<file path="src/rtl/pipeline_arb_pkg.sv">
// Shared defaults and lane identifiers for the pipeline stall arbiter.
package pipeline_arb_pkg;

  localparam int DATA_W_DEF = 32;
  localparam int DEPTH_DEF  = 4;
  localparam int CNT_W_DEF  = 16;

  typedef enum logic {
    LANE_1 = 1'b0,
    LANE_2 = 1'b1
  } lane_e;

  // The lane that is not `l`; round-robin prefers it after `l` was granted.
  function automatic lane_e other_lane(input lane_e l);
    return (l == LANE_1) ? LANE_2 : LANE_1;
  endfunction

endpackage

</file>
<file path="src/rtl/lane_fifo.sv">
// Per-lane in-order FIFO with occupancy count (0..DEPTH); head is read combinationally.
module lane_fifo
  import pipeline_arb_pkg::*;
#(
  parameter int DATA_W = DATA_W_DEF,
  parameter int DEPTH  = DEPTH_DEF
) (
  input  logic                    clk,
  input  logic                    reset,
  input  logic                    push,
  input  logic                    pop,
  input  logic [DATA_W-1:0]       wr_data,
  output logic [DATA_W-1:0]       rd_data,
  output logic [$clog2(DEPTH):0]  count,
  output logic                    empty
);

  localparam int PTR_W = $clog2(DEPTH);

  logic [DATA_W-1:0] mem_q [DEPTH];
  logic [PTR_W-1:0]  wr_ptr_q, wr_ptr_d;
  logic [PTR_W-1:0]  rd_ptr_q, rd_ptr_d;
  logic [PTR_W:0]    count_q, count_d;

  // Pointer and occupancy next-state; pointers wrap naturally since DEPTH is a power of two.
  always_comb begin
    wr_ptr_d = wr_ptr_q;
    rd_ptr_d = rd_ptr_q;
    count_d  = count_q;
    if (push) wr_ptr_d = wr_ptr_q + PTR_W'(1);
    if (pop)  rd_ptr_d = rd_ptr_q + PTR_W'(1);
    case ({push, pop})
      2'b10:   count_d = count_q + (PTR_W + 1)'(1);
      2'b01:   count_d = count_q - (PTR_W + 1)'(1);
      default: count_d = count_q;
    endcase
  end

  // Control state: cleared by reset, which discards any buffered words.
  always_ff @(posedge clk) begin
    if (!reset) begin
      wr_ptr_q <= '0;
      rd_ptr_q <= '0;
      count_q  <= '0;
    end else begin
      wr_ptr_q <= wr_ptr_d;
      rd_ptr_q <= rd_ptr_d;
      count_q  <= count_d;
    end
  end

  // Storage: written on push only, contents are don't-care while count says empty.
  always_ff @(posedge clk) begin
    if (push) mem_q[wr_ptr_q] <= wr_data;
  end

  assign rd_data = mem_q[rd_ptr_q];
  assign count   = count_q;
  assign empty   = (count_q == '0);

endmodule

</file>
<file path="src/rtl/pipeline_stall_arbiter.sv">
// Merges two pipeline result streams into one sink with round-robin arbitration,
// per-lane buffering, a registered global stall and a saturating stall-cycle counter.
module pipeline_stall_arbiter
  import pipeline_arb_pkg::*;
#(
  parameter int DATA_W = DATA_W_DEF,
  parameter int DEPTH  = DEPTH_DEF,
  parameter int CNT_W  = CNT_W_DEF
) (
  input  logic              clk,
  input  logic              reset,
  input  logic [DATA_W-1:0] in_data_1,
  input  logic              in_valid_1,
  input  logic [DATA_W-1:0] in_data_2,
  input  logic              in_valid_2,
  input  logic              out_ready,
  output logic [DATA_W-1:0] out_data,
  output logic              out_valid,
  output logic              out_src,
  output logic              global_stall,
  output logic [CNT_W-1:0]  stall_cycles
);

  localparam int FCNT_W = $clog2(DEPTH) + 1;
  // Stalling at DEPTH-1 leaves one slot of headroom for the write already in flight.
  localparam logic [FCNT_W-1:0] STALL_LVL = FCNT_W'(DEPTH - 1);

  function automatic logic [FCNT_W-1:0] next_count(input logic [FCNT_W-1:0] c,
                                                   input logic push,
                                                   input logic pop);
    return c + FCNT_W'(push) - FCNT_W'(pop);
  endfunction

  function automatic logic [CNT_W-1:0] sat_inc(input logic [CNT_W-1:0] v);
    return (&v) ? v : v + CNT_W'(1);
  endfunction

  logic              push_1, push_2, pop_1, pop_2;
  logic              empty_1, empty_2, load;
  logic [DATA_W-1:0] head_1, head_2;
  logic [FCNT_W-1:0] count_1, count_2;
  lane_e             rr_other, grant;

  logic              out_valid_q, out_valid_d;
  logic [DATA_W-1:0] out_data_q, out_data_d;
  lane_e             out_src_q, out_src_d;
  lane_e             last_grant_q, last_grant_d;
  logic              global_stall_q, global_stall_d;
  logic [CNT_W-1:0]  stall_cycles_q, stall_cycles_d;

  // Upstream holds its word while stalled, so a write is only taken when not stalled.
  assign push_1   = in_valid_1 & ~global_stall_q;
  assign push_2   = in_valid_2 & ~global_stall_q;
  assign rr_other = other_lane(last_grant_q);

  lane_fifo #(.DATA_W(DATA_W), .DEPTH(DEPTH)) u_lane_1 (
    .clk     (clk),
    .reset   (reset),
    .push    (push_1),
    .pop     (pop_1),
    .wr_data (in_data_1),
    .rd_data (head_1),
    .count   (count_1),
    .empty   (empty_1)
  );

  lane_fifo #(.DATA_W(DATA_W), .DEPTH(DEPTH)) u_lane_2 (
    .clk     (clk),
    .reset   (reset),
    .push    (push_2),
    .pop     (pop_2),
    .wr_data (in_data_2),
    .rd_data (head_2),
    .count   (count_2),
    .empty   (empty_2)
  );

  // Round-robin grant and the decision to load the output register from a lane.
  always_comb begin
    grant = last_grant_q;
    if ((rr_other == LANE_1 && !empty_1) || (rr_other == LANE_2 && !empty_2))
      grant = rr_other;
    load  = (!out_valid_q || out_ready) && (!empty_1 || !empty_2);
    pop_1 = load && (grant == LANE_1);
    pop_2 = load && (grant == LANE_2);
  end

  // Next state of the output register, grant history, stall flag and stall counter.
  always_comb begin
    out_valid_d    = out_valid_q;
    out_data_d     = out_data_q;
    out_src_d      = out_src_q;
    last_grant_d   = last_grant_q;
    if (load) begin
      out_valid_d  = 1'b1;
      out_data_d   = (grant == LANE_1) ? head_1 : head_2;
      out_src_d    = grant;
      last_grant_d = grant;
    end else if (out_ready) begin
      out_valid_d  = 1'b0;
    end
    global_stall_d = (next_count(count_1, push_1, pop_1) >= STALL_LVL) ||
                     (next_count(count_2, push_2, pop_2) >= STALL_LVL);
    stall_cycles_d = global_stall_q ? sat_inc(stall_cycles_q) : stall_cycles_q;
  end

  // Register update; last_grant resets to lane 2 so lane 1 wins the first contention.
  always_ff @(posedge clk) begin
    if (!reset) begin
      out_valid_q    <= 1'b0;
      out_data_q     <= '0;
      out_src_q      <= LANE_1;
      last_grant_q   <= LANE_2;
      global_stall_q <= 1'b0;
      stall_cycles_q <= '0;
    end else begin
      out_valid_q    <= out_valid_d;
      out_data_q     <= out_data_d;
      out_src_q      <= out_src_d;
      last_grant_q   <= last_grant_d;
      global_stall_q <= global_stall_d;
      stall_cycles_q <= stall_cycles_d;
    end
  end

  assign out_data     = out_data_q;
  assign out_valid    = out_valid_q;
  assign out_src      = out_src_q;
  assign global_stall = global_stall_q;
  assign stall_cycles = stall_cycles_q;

endmodule

</file>
<file path="config.mk">
export PLATFORM = sky130hd
export DESIGN_NAME = pipeline_stall_arbiter
export DESIGN_NICKNAME = d
export VERILOG_FILES = /design/src/rtl/pipeline_arb_pkg.sv /design/src/rtl/lane_fifo.sv /design/src/rtl/pipeline_stall_arbiter.sv
export SDC_FILE = /design/constraint.sdc
export NUM_CORES = 1
export LEC_CHECK = 0
export CORE_MARGIN = 10
export CORE_UTILIZATION = 57
export CTS_BUF_LIST = sky130_fd_sc_hd__clkbuf_4 sky130_fd_sc_hd__clkbuf_8 sky130_fd_sc_hd__clkbuf_16
export DETAILED_ROUTE_END_ITERATION = 6
export GPL_ROUTABILITY_DRIVEN = 1
export PLACE_DENSITY = 0.76
export SYNTH_ARGS = -nofsm -noshare
export SYNTH_HDL_FRONTEND = slang
export SYNTH_HIERARCHICAL = 1
export SYNTH_SLANG_ARGS = --single-unit
</file>
<file path="constraint.sdc">
create_clock -name clk -period 3.3 [get_ports clk]
set_input_delay 0.33 -clock clk [delete_from_list [all_inputs] [get_ports clk]]
set_output_delay 0.33 -clock clk [all_outputs]
set_load 0.05 [all_outputs]
</file>
==> results.cfg <==
[cells_and_area]
layout-drive-gt1-share = 0.1874
multi_input_area_mm2 = 0.003361
stdcell_area_mm2 = 0.01544
synthToLayoutAreaGrowth_pct = 20.85
fin_nets = 939
fill_cells = 1346
seq_area_mm2 = 0.009094
final_common_cell = edfxtp_1
final_cell_mix = edfxtp_1, clkdlybuf4s50_1, dfxtp_1
fin_cells = 1157
post-route-util = 0.7032

[place]
port_buffers = 119
dpl_cell_area_mm2 = 0.01435
gp_congestion = 0.7936
hpwlAfterDp_um = 17310
dp_cells = 1098

[drt]
firstDrtPassIters = 5
antenna_left = 0
routedWlPerCell_um = 23.42
drc_errors = 0
via_per_inst = 5.968
drt-initial-drc-count = 636
num_vias = 6905
routed_wl_um = 27090

[timing]
fin_crit_sh = 0.9028
hold_viol_final = 0
maxSlewHeadroom = 0.3200
min_period_ns = 2.979
rsz0062_at_grt = false
slew_violations = 0
fin_skew_ns = 0.01141
setup_violations = 0
timing.fmax_mhz = 335.6
tns_ns = 0
worst_pin_slew_ns = 1.020

[clock_tree]
numCtsBuffers = 31
cts_tree = yes
clk_pin_slew_worst_paths_ns = 0.06
cts-root-buf = clkbuf_16
clock_latency_ns = 0.54
post-cts-setup-buffers = 0
clock_path_buffers = 3
post_cts_resized = 0
cts_hold_buf = 0
cts_sinks = 326
h-tree-depth = 1

[synthesis]
yosys.area_share.adder = 0.02096
synth_top_family_by_area = multiplexers
ys_types = 44
ys_ff_latch = 326
synthFlopType = edfxtp_1
synth_compound_area_frac = 0.03427
muxShareOfSynthArea = 0.1438
ys_warn_count = 6
yosysSeqAreaShare = 0.7113
yosys.area_share.simple = 0.05219
synth_xor_area_frac = 0.009597
synthesis.nets = 792
synth_edf_count = 256
synth_cells = 704
synth_area_per_cell_um2 = 18.15
synthArstFlopShare = 0
syn_area_mm2 = 0.01278

[worst_setup_path]
cp_data_required_time_ns = 3.71
worst_setup_path_end_kind = flip-flop
cp_slowest_cell = nor3_1
cp_top_family = simple AND/OR/NAND/NOR gates
crit_path_max_incr_delay_ns = 0.48
cp_max_fo = 6
critPathLaunchType = flip-flop
crit_type = flip-flop to flip-flop
crit_path_cell_trace = nor3_1 > nor2_1 > a21oi_4 > and2_1 > ha_1 > inv_1 > ha_1 > fa_1 > xor2_1 > xnor2_1 > a221oi_1 > a21oi_1
critical_path_buf_inv_count = 1
critical_path_arrival_ns = 3.39
path_common_cell = ha_1

[grt]
grtUsageTotal = 0.1886
grt_max_degree = 39
grt_first_pass_wirelength_um = 42080
grt_pass1_vias = 7354
overflow = 0
antenna_found_initial = 2

[die]
initial_core_util = 0.5819
core_area_mm2 = 0.02196
io_pins = 120
die_w_um = 169.7
dieArea_mm2 = 0.02880
die_h_um = 169.7
rows = 54

[power_and_ir_drop]
p_per_area_mw_per_mm2 = 899.4
total_leakage_power_nw = 5.180
vdd_drop_max_v = 0.0006608

[flow_run]
cap_viol_max_count = 0

[outcome]
status = finished clean

[min_path]
hold_class = input pin to flip-flop
[cells in the mapped netlist (2+ instances only)]
cell	count	area (um^2)
nor4_1	2	12.51
buf_6	5	56.30
nand4_1	3	18.77
xor2_1	7	61.31
nand3_1	6	30.03
and2_1	21	131.4
mux2i_1	38	380.4
a21oi_1	10	50.05
nand3_2	2	20.02
edfxtp_1	256	7687
or3_1	5	31.28
o21ai_0	10	50.05
and3_2	3	22.52
fa_1	4	80.08
mux4_1	4	105.1
buf_12	6	120.1
nor2_1	45	168.9
dfxtp_1	70	1401
xnor2_1	7	61.31
buf_2	10	50.05
nand2b_1	3	18.77
a211oi_1	34	255.2
or4_1	3	22.52
clkbuf_1	7	26.28
nor3_1	5	25.02
ha_1	15	187.7
nand2_1	17	63.81
o31ai_1	3	22.52
mux4_2	60	1351
nor2b_1	6	37.54
inv_1	23	86.33
a21boi_0	2	15.01
[per-stage QoR]
step	hold WS, ns	setup slack (ns)	total power, mW
floorplan	0.4289	0.4376	8.995
CTS	0.4101	0.3061	14.00
finish	0.4251	0.3207	13.89
global route	0.4222	0.1078	14.57
detailed placement	0.4936	0.2712	10.34
global placement	0.4810	0.3517	10.15
[area by class of cell]
type                            instances  share of cell area
Sequential cell                       326              0.5889
Multi-Input combinational cell        325              0.2176
Timing Repair Buffer                  143             0.09448
Clock buffer                           51             0.06466
Tap cell                              280             0.02269
Inverter                               24            0.005834
Clock inverter                          6            0.005429
Antenna cell                            2           0.0003241
[path summary, 6_finish.rpt]
path | from | end | slack [ns] | depth (start not counted)
setup / recovery | u_lane_2/count[1] | global_stall | 0.32 | 12
hold / removal | in_data_2[7] | u_lane_2/mem_q[0][7] | 0.43 | 1
setup reg to reg | u_lane_2/count[1] | global_stall | 0.32 | 12
hold reg to reg | out_data[13] | out_data[13] | 0.50 | 2
[cell families after synthesis]
kind of cell,after synthesis
XOR/XNOR,14
buffers and inverters,53
AND/OR/NAND/NOR,126
AO/OA/AOI/OAI,64
multiplexers,102
flip-flops,326
adder cells (fa/ha/maj),19
[sequential cells by signal (all words and copies together) (netlist names), 2 cells and up, named ones only]
name and cells:
u_lane_1/mem_q 128, u_lane_2/mem_q 128, out_data 32, stall_cycles 16, u_lane_1/count 3, u_lane_2/count 3
u_lane_1/rd_ptr_q 2, u_lane_1/wr_ptr_q 2, u_lane_2/rd_ptr_q 2, u_lane_2/wr_ptr_q 2
[power by group]
group / switching [mW] / internal (mW)
clock: 1.40 / 2.22
sequential: 0.448 / 5.07
combinational: 2.70 / 2.06
[per-layer routing]
metal | part of all wire | global-route usage | wire (um)
met1 | 0.41 | 0.2439 | 10980
met2 | 0.51 | 0.3222 | 13740
met3 | 0.072 | 0.03605 | 1948
met4 | 0.016 | 0.04731 | 435
met5 | 0 | 0 | 0
No activity file was read; power rests on OpenSTA's default activity.
==> RTL change, RTL diff (config.mk and constraints unchanged) <==
Change the package constant `CNT_W_DEF` from 16 to 32.
--- a/src/rtl/pipeline_arb_pkg.sv
+++ b/src/rtl/pipeline_arb_pkg.sv
@@ -3,7 +3,7 @@
 
   localparam int DATA_W_DEF = 32;
   localparam int DEPTH_DEF  = 4;
-  localparam int CNT_W_DEF  = 16;
+  localparam int CNT_W_DEF  = 32;
 
   typedef enum logic {
     LANE_1 = 1'b0,
Interface: changed (resized stall_cycles); port bits go from 120 to 136. No check against the original RTL was run, so the function may have changed too.
==> RTL change against the original RTL <==
  * Routed wire length grew 11%
  * Sequential cell count up 16
  * Count of clock-buffer cells in the layout unchanged
  * Design area up 7.4%
  * Die area grew 5.7%
  * Power is 5.3% higher
  * Worst setup slack improved by 0.21 ns
  * Area after synthesis grew 6.4%
  * Largest power group unchanged
  * Highest routed layer unchanged
==> RTL change: results (changes against the original RTL) <==
Outcome = completed
Top post-synthesis cells by count = edfxtp_1, dfxtp_1, mux4_2, nor2_1, mux2i_1
First-pass GRT wire length = 46,400 um (+10%)
Clk_skew = 0.0308 ns (+0.0193 ns)
Antenna violations before repair = 1 (-1)
Met3 Usage GRT = 0.0427 (+0.00663)
GR met1 Demand/Resource = 0.244 (+0.000592)
Global Route Usage Sum = 0.196 (+0.00779)
DP HPWL = 18,800 um (+8.3%)
Maximum VDD drop = 0.863 mV (+31%)
Port Buf Inserts = 135 (+13%)
Combinational fraction of design power = 0.327 (-0.015)
Number of cells after detailed placement = 1,244 (+13%)
Seq/Total Area, Yosys = 0.692 (-0.0194)
Sw frac = 0.325 (-0.00215)
Fill cells = 1,488 (+11%)
Psw = 4.76 mW (+4.6%)
Routed WL per cell = 23.0 um (-2.0%)
Layout Nets = 1,050 (+12%)
Initial DRC count = 688 (+8.2%)
Syn nets = 890 (+12%)
Routed met2 length = 15,400 um (+12%)
Global Route met2 Usage = 0.336 (+0.0142)
Gpl congestion = 0.832 (+4.8%)
Vias in the first global route = 7,996 (+8.7%)
Clock share of power = 0.285 (+0.024)
Worst-path fanout max = 5 (-1)
Reg2reg setup slack = 0.53 ns (+0.21 ns)
RTL change: layout make-up:
class / instances / area [um2] / share of cell area
Antenna cell: 1 / 2.50 / 0.000151
Sequential cell: 342 / 9410 / 0.568
Clock buffer: 51 / 1060 / 0.0641
Inverter: 25 / 93.8 / 0.00566
Clock inverter: 13 / 189 / 0.0114
Timing Repair Buffer: 158 / 1560 / 0.0942
Multi-Input combinational cell: 400 / 3860 / 0.233
Tap cell: 319 / 399 / 0.0241
RTL change: logic make-up after synthesis:
group,after synthesis,synth area share
flops,342,0.692
fa+ha+maj,19,0.0197
buf+inv,60,0.0266
xor+xnor,23,0.0148
compound gates,87,0.0443
mux,101,0.134
simple gates,170,0.0684
RTL change: critical path: stages (launching register included):
cell,delay [ns]
dfxtp_1,0.35
nor3_1,0.46
nor2_1,0.14
a21oi_4,0.16
and2_1,0.17
ha_1,0.14
inv_1,0.04
ha_1,0.18
fa_1,0.37
xor2_1,0.16
xnor2_1,0.12
a221oi_1,0.21
a21oi_1,0.10
RTL change: through the flow:
step / hold slack (ns) / area, um2 / worst slack [ns]
detailed placement: 0.492 / 15300 / 0.445
global route: 0.454 / 16600 / 0.351
finish: 0.440 / 16600 / 0.530
CTS: 0.420 / 16600 / 0.506
floorplan: 0.429 / 13600 / 0.201
global placement: 0.477 / 15300 / 0.490
RTL change: final timing paths:
check,start,end,depth (start not counted)
setup / recovery,u_lane_2/count[1],global_stall,12
hold / removal,in_data_2[30],u_lane_2/mem_q[2][30],1
setup reg to reg,u_lane_2/count[1],global_stall,12
hold reg to reg,stall_cycles[23],stall_cycles[23],2
